===== src/rtl/bitplane_addr_gen_pkg.sv =====
// Shared definitions for the bitplane address generator: colour mode codes
// and the rule deciding when the pixel counter has used up the current byte.
package bitplane_addr_gen_pkg;

  localparam logic [1:0] COLOUR_MODE_2C   = 2'd0;
  localparam logic [1:0] COLOUR_MODE_4C   = 2'd1;
  localparam logic [1:0] COLOUR_MODE_16C  = 2'd2;
  localparam logic [1:0] COLOUR_MODE_256C = 2'd3;

  // 16-colour mode holds its nibble select in x[3], so a byte covers 16 pixels;
  // every other mode advances after 8 pixels.
  function automatic logic is_byte_boundary(input logic [1:0] mode, input logic [9:0] x);
    if (mode == COLOUR_MODE_16C) return (x[3:0] == 4'hf);
    else return (x[2:0] == 3'h7);
  endfunction

endpackage


===== src/rtl/bitplane_addr_gen_scale_counter.sv =====
// Repeat counter running 0..limit; wrap pulses combinationally on the advance
// that takes it from limit back to 0.
module bitplane_addr_gen_scale_counter #(
  parameter int W = 4
) (
  input  logic         clk,
  input  logic         reset_n,
  input  logic         en,
  input  logic         clr,
  input  logic [W-1:0] limit,
  output logic         wrap
);

  logic [W-1:0] cnt_q;
  logic [W-1:0] cnt_d;

  assign wrap = en && (cnt_q == limit);

  always_comb begin
    cnt_d = cnt_q;
    if (clr) cnt_d = '0;
    else if (en) cnt_d = wrap ? '0 : cnt_q + 1'b1;
  end

  always_ff @(posedge clk or negedge reset_n) begin
    if (!reset_n) cnt_q <= '0;
    else          cnt_q <= cnt_d;
  end

endmodule


===== src/rtl/bitplane_addr_gen.sv =====
// Raster-order read address generator for one bitmap layer: one RAM address
// per pixel slot, with X/Y scaling and layer settings shadowed per frame.
module bitplane_addr_gen
  import bitplane_addr_gen_pkg::*;
#(
  parameter int ADDR_W  = 20,
  parameter int SCALE_W = 4
) (
  input  logic              clk,
  input  logic              reset_n,
  input  logic [3:0]        pc_ena,
  input  logic              hde,
  input  logic              vde,
  input  logic              layer_ena,
  input  logic [ADDR_W-1:0] base_addr,
  input  logic [15:0]       bytes_per_line,
  input  logic [1:0]        colour_mode_in,
  input  logic              two_byte_mode_in,
  input  logic [SCALE_W-1:0] x_scale,
  input  logic [SCALE_W-1:0] y_scale,
  output logic [ADDR_W-1:0] ram_addr,
  output logic              ram_rd_req,
  output logic [9:0]        x_out,
  output logic [1:0]        colour_mode_out,
  output logic              two_byte_out
);

  logic slot, active, blank, vblank, hde_fall;
  logic x_wrap, y_wrap;

  logic [ADDR_W-1:0]  base_s_q, base_s_d;
  logic [15:0]        bpl_s_q, bpl_s_d;
  logic [1:0]         mode_s_q, mode_s_d;
  logic               two_byte_s_q, two_byte_s_d;
  logic [SCALE_W-1:0] x_scale_s_q, x_scale_s_d;
  logic [SCALE_W-1:0] y_scale_s_q, y_scale_s_d;
  logic [ADDR_W-1:0]  line_addr_q, line_addr_d;
  logic [ADDR_W-1:0]  cur_addr_q, cur_addr_d;
  logic [9:0]         x_cnt_q, x_cnt_d;
  logic               hde_d_q, hde_d_d;
  logic [ADDR_W-1:0]  ram_addr_q, ram_addr_d;
  logic               rd_req_q, rd_req_d;
  logic [9:0]         x_out_q, x_out_d;
  logic [1:0]         mode_out_q, mode_out_d;
  logic               two_byte_out_q, two_byte_out_d;

  assign slot     = (pc_ena == 4'd0);
  assign active   = slot && hde && vde;
  assign blank    = slot && !hde;
  assign vblank   = slot && !vde;
  assign hde_fall = slot && vde && hde_d_q && !hde;

  bitplane_addr_gen_scale_counter #(.W(SCALE_W)) u_x_rep (
    .clk     (clk),
    .reset_n (reset_n),
    .en      (active),
    .clr     (blank),
    .limit   (x_scale_s_q),
    .wrap    (x_wrap)
  );

  bitplane_addr_gen_scale_counter #(.W(SCALE_W)) u_y_rep (
    .clk     (clk),
    .reset_n (reset_n),
    .en      (hde_fall),
    .clr     (vblank),
    .limit   (y_scale_s_q),
    .wrap    (y_wrap)
  );

  always_comb begin
    base_s_d       = base_s_q;
    bpl_s_d        = bpl_s_q;
    mode_s_d       = mode_s_q;
    two_byte_s_d   = two_byte_s_q;
    x_scale_s_d    = x_scale_s_q;
    y_scale_s_d    = y_scale_s_q;
    line_addr_d    = line_addr_q;
    cur_addr_d     = cur_addr_q;
    x_cnt_d        = x_cnt_q;
    hde_d_d        = hde_d_q;
    ram_addr_d     = ram_addr_q;
    rd_req_d       = rd_req_q;
    x_out_d        = x_out_q;
    mode_out_d     = mode_out_q;
    two_byte_out_d = two_byte_out_q;

    if (slot) hde_d_d = hde;

    if (vblank) begin
      base_s_d     = base_addr;
      bpl_s_d      = bytes_per_line;
      mode_s_d     = colour_mode_in;
      two_byte_s_d = two_byte_mode_in;
      x_scale_s_d  = x_scale;
      y_scale_s_d  = y_scale;
      line_addr_d  = {base_addr[ADDR_W-1:1], base_addr[0] & ~two_byte_mode_in};
    end else if (hde_fall && y_wrap) begin
      line_addr_d = line_addr_q + ADDR_W'(bpl_s_q);
    end

    if (slot && hde && !vde) rd_req_d = 1'b0;

    // Reload from the next line address so a one-slot blanking gap already
    // sees the stride applied by the hde fall in that same slot.
    if (blank) begin
      rd_req_d   = 1'b0;
      x_cnt_d    = '0;
      cur_addr_d = line_addr_d;
    end

    if (active) begin
      rd_req_d       = layer_ena;
      ram_addr_d     = {cur_addr_q[ADDR_W-1:1], cur_addr_q[0] & ~two_byte_s_q};
      x_out_d        = x_cnt_q;
      mode_out_d     = mode_s_q;
      two_byte_out_d = two_byte_s_q;
      if (x_wrap) begin
        x_cnt_d = x_cnt_q + 10'd1;
        if (is_byte_boundary(mode_s_q, x_cnt_q))
          cur_addr_d = cur_addr_q + (two_byte_s_q ? ADDR_W'(2) : ADDR_W'(1));
      end
    end
  end

  always_ff @(posedge clk or negedge reset_n) begin
    if (!reset_n) begin
      base_s_q       <= '0;
      bpl_s_q        <= '0;
      mode_s_q       <= '0;
      two_byte_s_q   <= 1'b0;
      x_scale_s_q    <= '0;
      y_scale_s_q    <= '0;
      line_addr_q    <= '0;
      cur_addr_q     <= '0;
      x_cnt_q        <= '0;
      hde_d_q        <= 1'b0;
      ram_addr_q     <= '0;
      rd_req_q       <= 1'b0;
      x_out_q        <= '0;
      mode_out_q     <= '0;
      two_byte_out_q <= 1'b0;
    end else begin
      base_s_q       <= base_s_d;
      bpl_s_q        <= bpl_s_d;
      mode_s_q       <= mode_s_d;
      two_byte_s_q   <= two_byte_s_d;
      x_scale_s_q    <= x_scale_s_d;
      y_scale_s_q    <= y_scale_s_d;
      line_addr_q    <= line_addr_d;
      cur_addr_q     <= cur_addr_d;
      x_cnt_q        <= x_cnt_d;
      hde_d_q        <= hde_d_d;
      ram_addr_q     <= ram_addr_d;
      rd_req_q       <= rd_req_d;
      x_out_q        <= x_out_d;
      mode_out_q     <= mode_out_d;
      two_byte_out_q <= two_byte_out_d;
    end
  end

  // base_s_q is kept as the frame's latched setting; line_addr carries its effect.
  logic unused_base;
  assign unused_base = ^base_s_q;

  assign ram_addr        = ram_addr_q;
  assign ram_rd_req      = rd_req_q;
  assign x_out           = x_out_q;
  assign colour_mode_out = mode_out_q;
  assign two_byte_out    = two_byte_out_q;

endmodule


===== config.mk =====
export PLATFORM = sky130hd
export DESIGN_NAME = bitplane_addr_gen
export DESIGN_NICKNAME = d
export VERILOG_FILES = /design/src/rtl/bitplane_addr_gen_pkg.sv /design/src/rtl/bitplane_addr_gen_scale_counter.sv /design/src/rtl/bitplane_addr_gen.sv
export SDC_FILE = /design/constraint.sdc
export NUM_CORES = 1
export LEC_CHECK = 0
export ABC_AREA = 1
export BUFFER_PORTS_ARGS = -buffer_cell sky130_fd_sc_hd__buf_2
export CAP_MARGIN = 15
export CORE_UTILIZATION = 63
export CTS_CLUSTER_SIZE = 30
export DETAILED_ROUTE_END_ITERATION = 8
export HOLD_SLACK_MARGIN = 0.12
export PLACE_DENSITY_LB_ADDON = 0.08
export SKIP_LAST_GASP = 1
export SLEW_MARGIN = 40
export SYNTH_ARGS = -nofsm -noshare
export SYNTH_HDL_FRONTEND = slang
export SYNTH_HIERARCHICAL = 1
export SYNTH_SLANG_ARGS = --single-unit

===== constraint.sdc =====
create_clock -name clk -period 3.3 [get_ports clk]
set_input_delay 0 -clock clk [delete_from_list [all_inputs] [get_ports clk]]
set_output_delay 0 -clock clk [all_outputs]
set_load 0.02 [all_outputs]

# Yosys cells after proc, flatten, opt, wreduce, memory -nomap -nowiden
# Cells that the tools add are included.
dict set report classes {
  n_reduce_logical 17
  muxes 22
  bitwise_logic 4
  div_mod_pow 0
  shifts 0
  mul 0
  eq_ne 5
  addsub 5
  order_cmp 0
}
# op n
set ops {}
lappend ops {{$mux 20} 6}
lappend ops {{$mux 10} 3}
lappend ops {{$mux 4} 6}
lappend ops {{$add 20x16->20} 1}
lappend ops {{$add 20x2->20} 1}
lappend ops {{$logic_and 1x1->1} 11}
lappend ops {{$add 10x1->10 const B} 1}
lappend ops {{$add 4x1->4 const B} 2}
lappend ops {{$eq 4x4->1} 2}
lappend ops {{$mux 1} 6}
lappend ops {{$eq 4x4->1 const B} 1}
lappend ops {{$logic_not 4->1} 1}
lappend ops {{$reduce_bool 2->1} 2}
lappend ops {{$eq 3x3->1 const B} 1}
lappend ops {{$reduce_bool 3->1} 1}
lappend ops {{$and 1x1->1} 2}
lappend ops {{$eq 2x2->1 const B} 1}
lappend ops {{$logic_not 1->1} 2}
lappend ops {{$mux 2} 1}
lappend ops {{$not 1->1} 2}
dict set report totals {
  rom_bits 0
  elab_cells 69
  ramBits 0
  latch_bits 0
  reg_bits 120
  memories 0
}

# Logic depth before layout (Yosys ltp)
dict set report logic_depth {
  word_depth 12
  mapped_depth 15
  ltp_nobuf 15
}

# Cells and area by module
# The synthesis kept the hierarchy.
# mod seq_area_each_um2 area_each_um2 cells_per_inst instances
set modules_own_cells {}
lappend modules_own_cells {bitplane_addr_gen 2802.7 6213.5 850 1}
lappend modules_own_cells {bitplane_addr_gen_scale_counter 100.1 312.8 51 2}

# Worst setup path after synthesis
# OpenSTA, ideal clock, no wires.
dict set report synth_path {
  path_kind {reg2reg}
  startpoint {register two_byte_s_q}
  endpoint {register cur_addr_q[18]}
  path_stages_with_launch 14
  synth_period_minus_slack_ns 2.237
  path_slack_ns 1.063
  n_path_buf 0
  t_arrival_ns 2.115
  setup_time_ns 0.122
  path_cell_list {dfrtp_1 inv_1 ha_1 inv_1 fa_1 nand3b_1 nor2_1 nand4_1 nor2_1 inv_1 nor2_1 o21ai_0 a21oi_1 a21oi_1}
}
dict set report synth_between {
  elab_chain_cells 5
}
# item line
set synth_lines {}
lappend synth_lines {{from (decl)} bitplane_addr_gen.sv:34} ;# logic two_byte_s_q, two_byte_s_d;
lappend synth_lines {{from (signal assigned)} bitplane_addr_gen.sv:147} ;# two_byte_s_q <= two_byte_s_d;
lappend synth_lines {{$mux 2} bitplane_addr_gen.sv:121} ;# cur_addr_d = cur_addr_q + (two_byte_s_q ? ADDR_W'(2) : ADDR_W'(1));
lappend synth_lines {{$add 20x2->20} bitplane_addr_gen.sv:121}
lappend synth_lines {{$mux 20} bitplane_addr_gen.sv:120} ;# if (is_byte_boundary(mode_s_q, x_cnt_q))
lappend synth_lines {{$mux 20} bitplane_addr_gen.sv:118} ;# if (x_wrap) begin
lappend synth_lines {{$mux 20} bitplane_addr_gen.sv:112} ;# if (active) begin
lappend synth_lines {{net cur_addr_d[18]} bitplane_addr_gen.sv:38} ;# logic [ADDR_W-1:0] cur_addr_q, cur_addr_d;
lappend synth_lines {{to (signal assigned)} bitplane_addr_gen.sv:151} ;# cur_addr_q <= cur_addr_d;
lappend synth_lines {{to (decl)} bitplane_addr_gen.sv:38}
# The timed path passes the listed nets, and every way through them passes these cells.
# A chain may end at the register's enable or synchronous reset.

# Final worst setup path
dict set report layout_path {
  startpoint {input port pc_ena[0]}
  endpoint {register cur_addr_q[18]}
}
dict set report layout_between {
  elab_chain_cells 12
  word_cells_on_any_way 17
  classes_between {mux: 6; reduce/logical: 11}
}
# item line
set layout_lines {}
lappend layout_lines {{from (decl)} bitplane_addr_gen.sv:11} ;# input logic [3:0] pc_ena,
lappend layout_lines {{$logic_not 4->1 *} bitplane_addr_gen.sv:47} ;# assign slot = (pc_ena == 4'd0);
lappend layout_lines {{$logic_and 1x1->1 (3 in series)} bitplane_addr_gen.sv:51} ;# assign hde_fall = slot && vde && hde_d_q && !hde;
lappend layout_lines {{$logic_and 1x1->1} bitplane_addr_gen_scale_counter.sv:17} ;# assign wrap = en && (cnt_q == limit);
lappend layout_lines {{$logic_and 1x1->1} bitplane_addr_gen.sv:98} ;# end else if (hde_fall && y_wrap) begin
lappend layout_lines {{$mux 20} bitplane_addr_gen.sv:98}
lappend layout_lines {{$mux 20} bitplane_addr_gen.sv:90} ;# if (vblank) begin
lappend layout_lines {{$mux 20} bitplane_addr_gen.sv:106} ;# if (blank) begin
lappend layout_lines {{$mux 20} bitplane_addr_gen.sv:120}
lappend layout_lines {{$mux 20} bitplane_addr_gen.sv:118}
lappend layout_lines {{$mux 20 *} bitplane_addr_gen.sv:112}
lappend layout_lines {{net cur_addr_d[18]} bitplane_addr_gen.sv:38}
# The timed path passes the listed nets; every way through them passes the cells marked *.

==> summary.md <==
| Metric | Value |
|---|---|
| XOR/XNOR Fraction of Synth Area | `~1.3%` |
| CP Buf/Inv Count | `5` |
| Design area | `8670 um2` |
| Die Height | `106 um` |
| Global router's overall resource usage | `35.8%` |
| Flop and latch count out of synthesis | `120` |
| GPL Wtd Cong | `0.929` |
| Placed Cells incl. Taps | `between 1k and 1.5k` |
| Critical path, cell by cell | `dlygate4sd3_1 -> buf_2 -> nor2_2 -> dlygate4sd3_1 -> nand2_2 -> nor3_4 -> buf_4 -> nand2_2 -> nor3_4 -> buf_4 -> o21ai_0 -> a21oi_1 -> a21oi_1` |
| Overflow after GRT | `0` |
| Setup CP Type | `in -> reg` |
| Largest net degree at the start of global routing | `66` |
| Fillcell total | `678` |
| Htree depth | `4` |
| CTS Sinks | `120` |
| Crit start category | `primary input` |
| Worst vdd ir | `0.404 mV` |
| Crit path largest cell delay | `0.63 ns` |
| Pre-antenna DRT Iters | `7` |
| Status | `finished clean` |
| Commonest non-fill, non-tap cell in the layout | `nand2_1` |
| FFs w/ async S/R, synth | `100%` |
| Synth Area in Adders | `around 4.6%` |
| Slew @ Worst Pin | `0.786 ns` |
| CP Data Required Time | `between 3 and 4 ns` |
| Global-route wire length before repair | `31.4 mm` |
| Initial Utilization | `65.7%` |
| Hold_ws | `around 0.23 ns` |
| Drt drc | `0` |
| Root buf cell | `clkbuf_8` |
| RSZ-0062 raised after global routing | `false` |
| Cell row count | `37` |
| CTS Buffer Depth | `2` |
| Initial antenna violation count | `0` |
| CP endpoint kind | `flop` |
| Ant diodes | `0` |
| Layout Cells excl Fill | `1,258` |
| DRT iter0 DRCs | `414` |
| Synth Flop Type | `dfrtp_1` |
| Slowest CP cell | `dlygate4sd3_1` |
| CTS tree | `yes` |
| Final Setup Violations | `0` |
| Synth Area in Compound Gates | `10.3%` |
| Die area | `around 11,000 um2` |
| Clk slew on worst S/H paths | `0.06 ns` |
| Port Buffer Count | `89` |
| Synth cell types | `39` |
| Setup TNS Final | `0 ns` |
| Post-DRT Antenna Nets | `0` |
| Largest family of logic cells by synthesized area | `simple AND/OR/NAND/NOR gates` |
| Area growth syn-to-layout | `26.8%` |
| Share of cells above drive strength 1 | `14.2%` |
| Vias per cell | `around 5.5` |
| F_max | `339 MHz` |
| Register area share after synthesis | `43.9%` |
| Io pins | `90` |
| Post-synth EDFFs | `0` |
| Power Dens Cells | `596 nW/um2` |
| Fin crit period | `2.95 ns` |
| Mapped Cells | `952` |
| Leakage power | `~4.6 nW` |
| Vias | `between 6k and 7k` |
| Final Power | `0.00517 W` |
| Worst Hold Class | `in -> reg` |
| DP HPWL | `11.7 mm` |
| CP delay by family, top | `buffers and inverters` |
| Total wire length | `19.0 mm` |
| Mapped Nets | `1,032` |
| Core area | `between 10,000 and 15,000 um2` |
| Post-DP Area | `7420 um2` |
| Mean post-synth cell area | `7.18 um2` |
| Synth Warn # | `6` |
| Most frequent cells in the layout | `nand2_1, dfrtp_1, inv_1` |
| Reg2reg setup slack | `0.60 ns` |
| Critical path arrival | `3.35 ns` |
| Post-synthesis mux area share | `0.146%` |
| Worst-path maximum fanout | `22` |
| Max-slew violations | `0` |
| Maxcap violations | `0` |
| Num CTS Buffers | `17` |
| Synth Cell Area | `6840 um2` |
| Nets@finish | `1,189` |
| Avg WL per Cell | `15.1 um` |
| Die width | `106 um` |
| Final Hold Vio Count | `0` |
| Vias in the first global route | `6,963` |
| Post-Synth Simple-Gate Area | `32.2%` |
| Relative slew slack | `47.5%` |
| Period utilization | `roughly 89%` |
| Worst Skew | `between 0.007 and 0.008 ns` |
| Worst-Skew Late Latency | `0.52 ns` |
==> state kept, by name, indices dropped and copies added, names as in the netlist <==
name	count
cur_addr_q	20
line_addr_q	20
ram_addr	20
bpl_s_q	16
x_cnt_q	10
x_out	10
u_x_rep/cnt_q	4
u_y_rep/cnt_q	4
x_scale_s_q	4
y_scale_s_q	4
colour_mode_out	2
mode_s_q	2
hde_d_q	1
ram_rd_req	1
two_byte_out	1
two_byte_s_q	1
==> report_power, final <==
| group | switching [W] | total, W | internal, W |
|---|---|---|---|
| Combinational | 0.000886 | 0.00142 | 0.000533 |
| Clock | 0.000678 | 0.00181 | 0.00113 |
| Sequential | 0.000218 | 0.00194 | 0.00173 |
| Total | 0.00178 | 0.00517 | 0.00339 |
==> kinds of logic (layout without fill, tap and decap cells) <==
kind of cell / after synthesis / count (layout)
buf+inv: 135 / 305
xor+xnor: 10 / 10
flops: 120 / 120
compound gates: 133 / 133
simple gates: 529 / 529
fa+ha+maj: 24 / 24
mux: 1 / 1
==> metrics by stage <==
step / setup slack, ns / util, %
floorplan: 1.06 / -
global placement: 0.919 / 71.2
detailed placement: 0.767 / 71.2
CTS: 0.444 / 83.1
global route: 0.115 / 83.3
finish: 0.353 / 83.3
==> layer usage <==
metal / track usage [%] / wire length (um) / vias to the layer above
li1: - / - / 3337
met1: 42.5 / 7810 / 3251
met2: 64.3 / 9720 / 250
met3: 5.70 / 950 / 47
met4: 14.6 / 489 / 0
met5: 0 / 0 / -
==> path summary, 6_finish.rpt <==
| check | cells after the start | start | endpoint |
|---|---|---|---|
| min | 4 | bytes_per_line[15] | bpl_s_q[15] |
| min reg2reg | 2 | ram_addr[13] | ram_addr[13] |
| max in group asynchronous | 4 | reset_n | line_addr_q[12] |
| min in group asynchronous | 3 | reset_n | x_scale_s_q[1] |
| max | 13 | pc_ena[0] | cur_addr_q[18] |
| max reg2reg | 13 | two_byte_s_q | cur_addr_q[18] |
==> tightest hold or removal path: cells and delay by family <==
kind	cells	cell delay, ns
AND/OR/NAND/NOR	2	0.10
buffers and inverters	2	0.62
==> cell type report <==
type | count | area, um2 | share of cell area, %
clock inverter | 12 | 124 | 1.43
tap | 136 | 170 | 1.96
clock buffer | 20 | 455 | 5.25
timing repair buffer | 166 | 1200 | 13.8
multi-input combinational | 697 | 3320 | 38.3
sequential | 120 | 3000 | 34.6
inverter | 107 | 402 | 4.63
==> cells in the mapped netlist, types with 5 or more instances <==
cell        n  share of area [%]
nand3_1    49                3.6
dfrtp_1   120                 44
nor2_1     60                3.3
ha_1       22                4.0
inv_1     103                5.7
nand2_1   365                 20
nand4_1    13                1.2
o21ai_0    51                3.7
nor2_2      7               0.64
a21boi_0    5               0.55
a21oi_1    62                4.5
nor3_1     11               0.80
xor2_1      7               0.90
or2_2       9               0.82
clkbuf_1   19                1.0
==> what timing repair did <==
| action | CTS | global route |
|---|---|---|
| endpoints found under the hold margin | 140 | 63 |
| buffers inserted | 0 | 0 |
| hold buffers | 66 | 1 |
| resized for setup | 0 | 0 |
(Power assumes the default switching activity.)
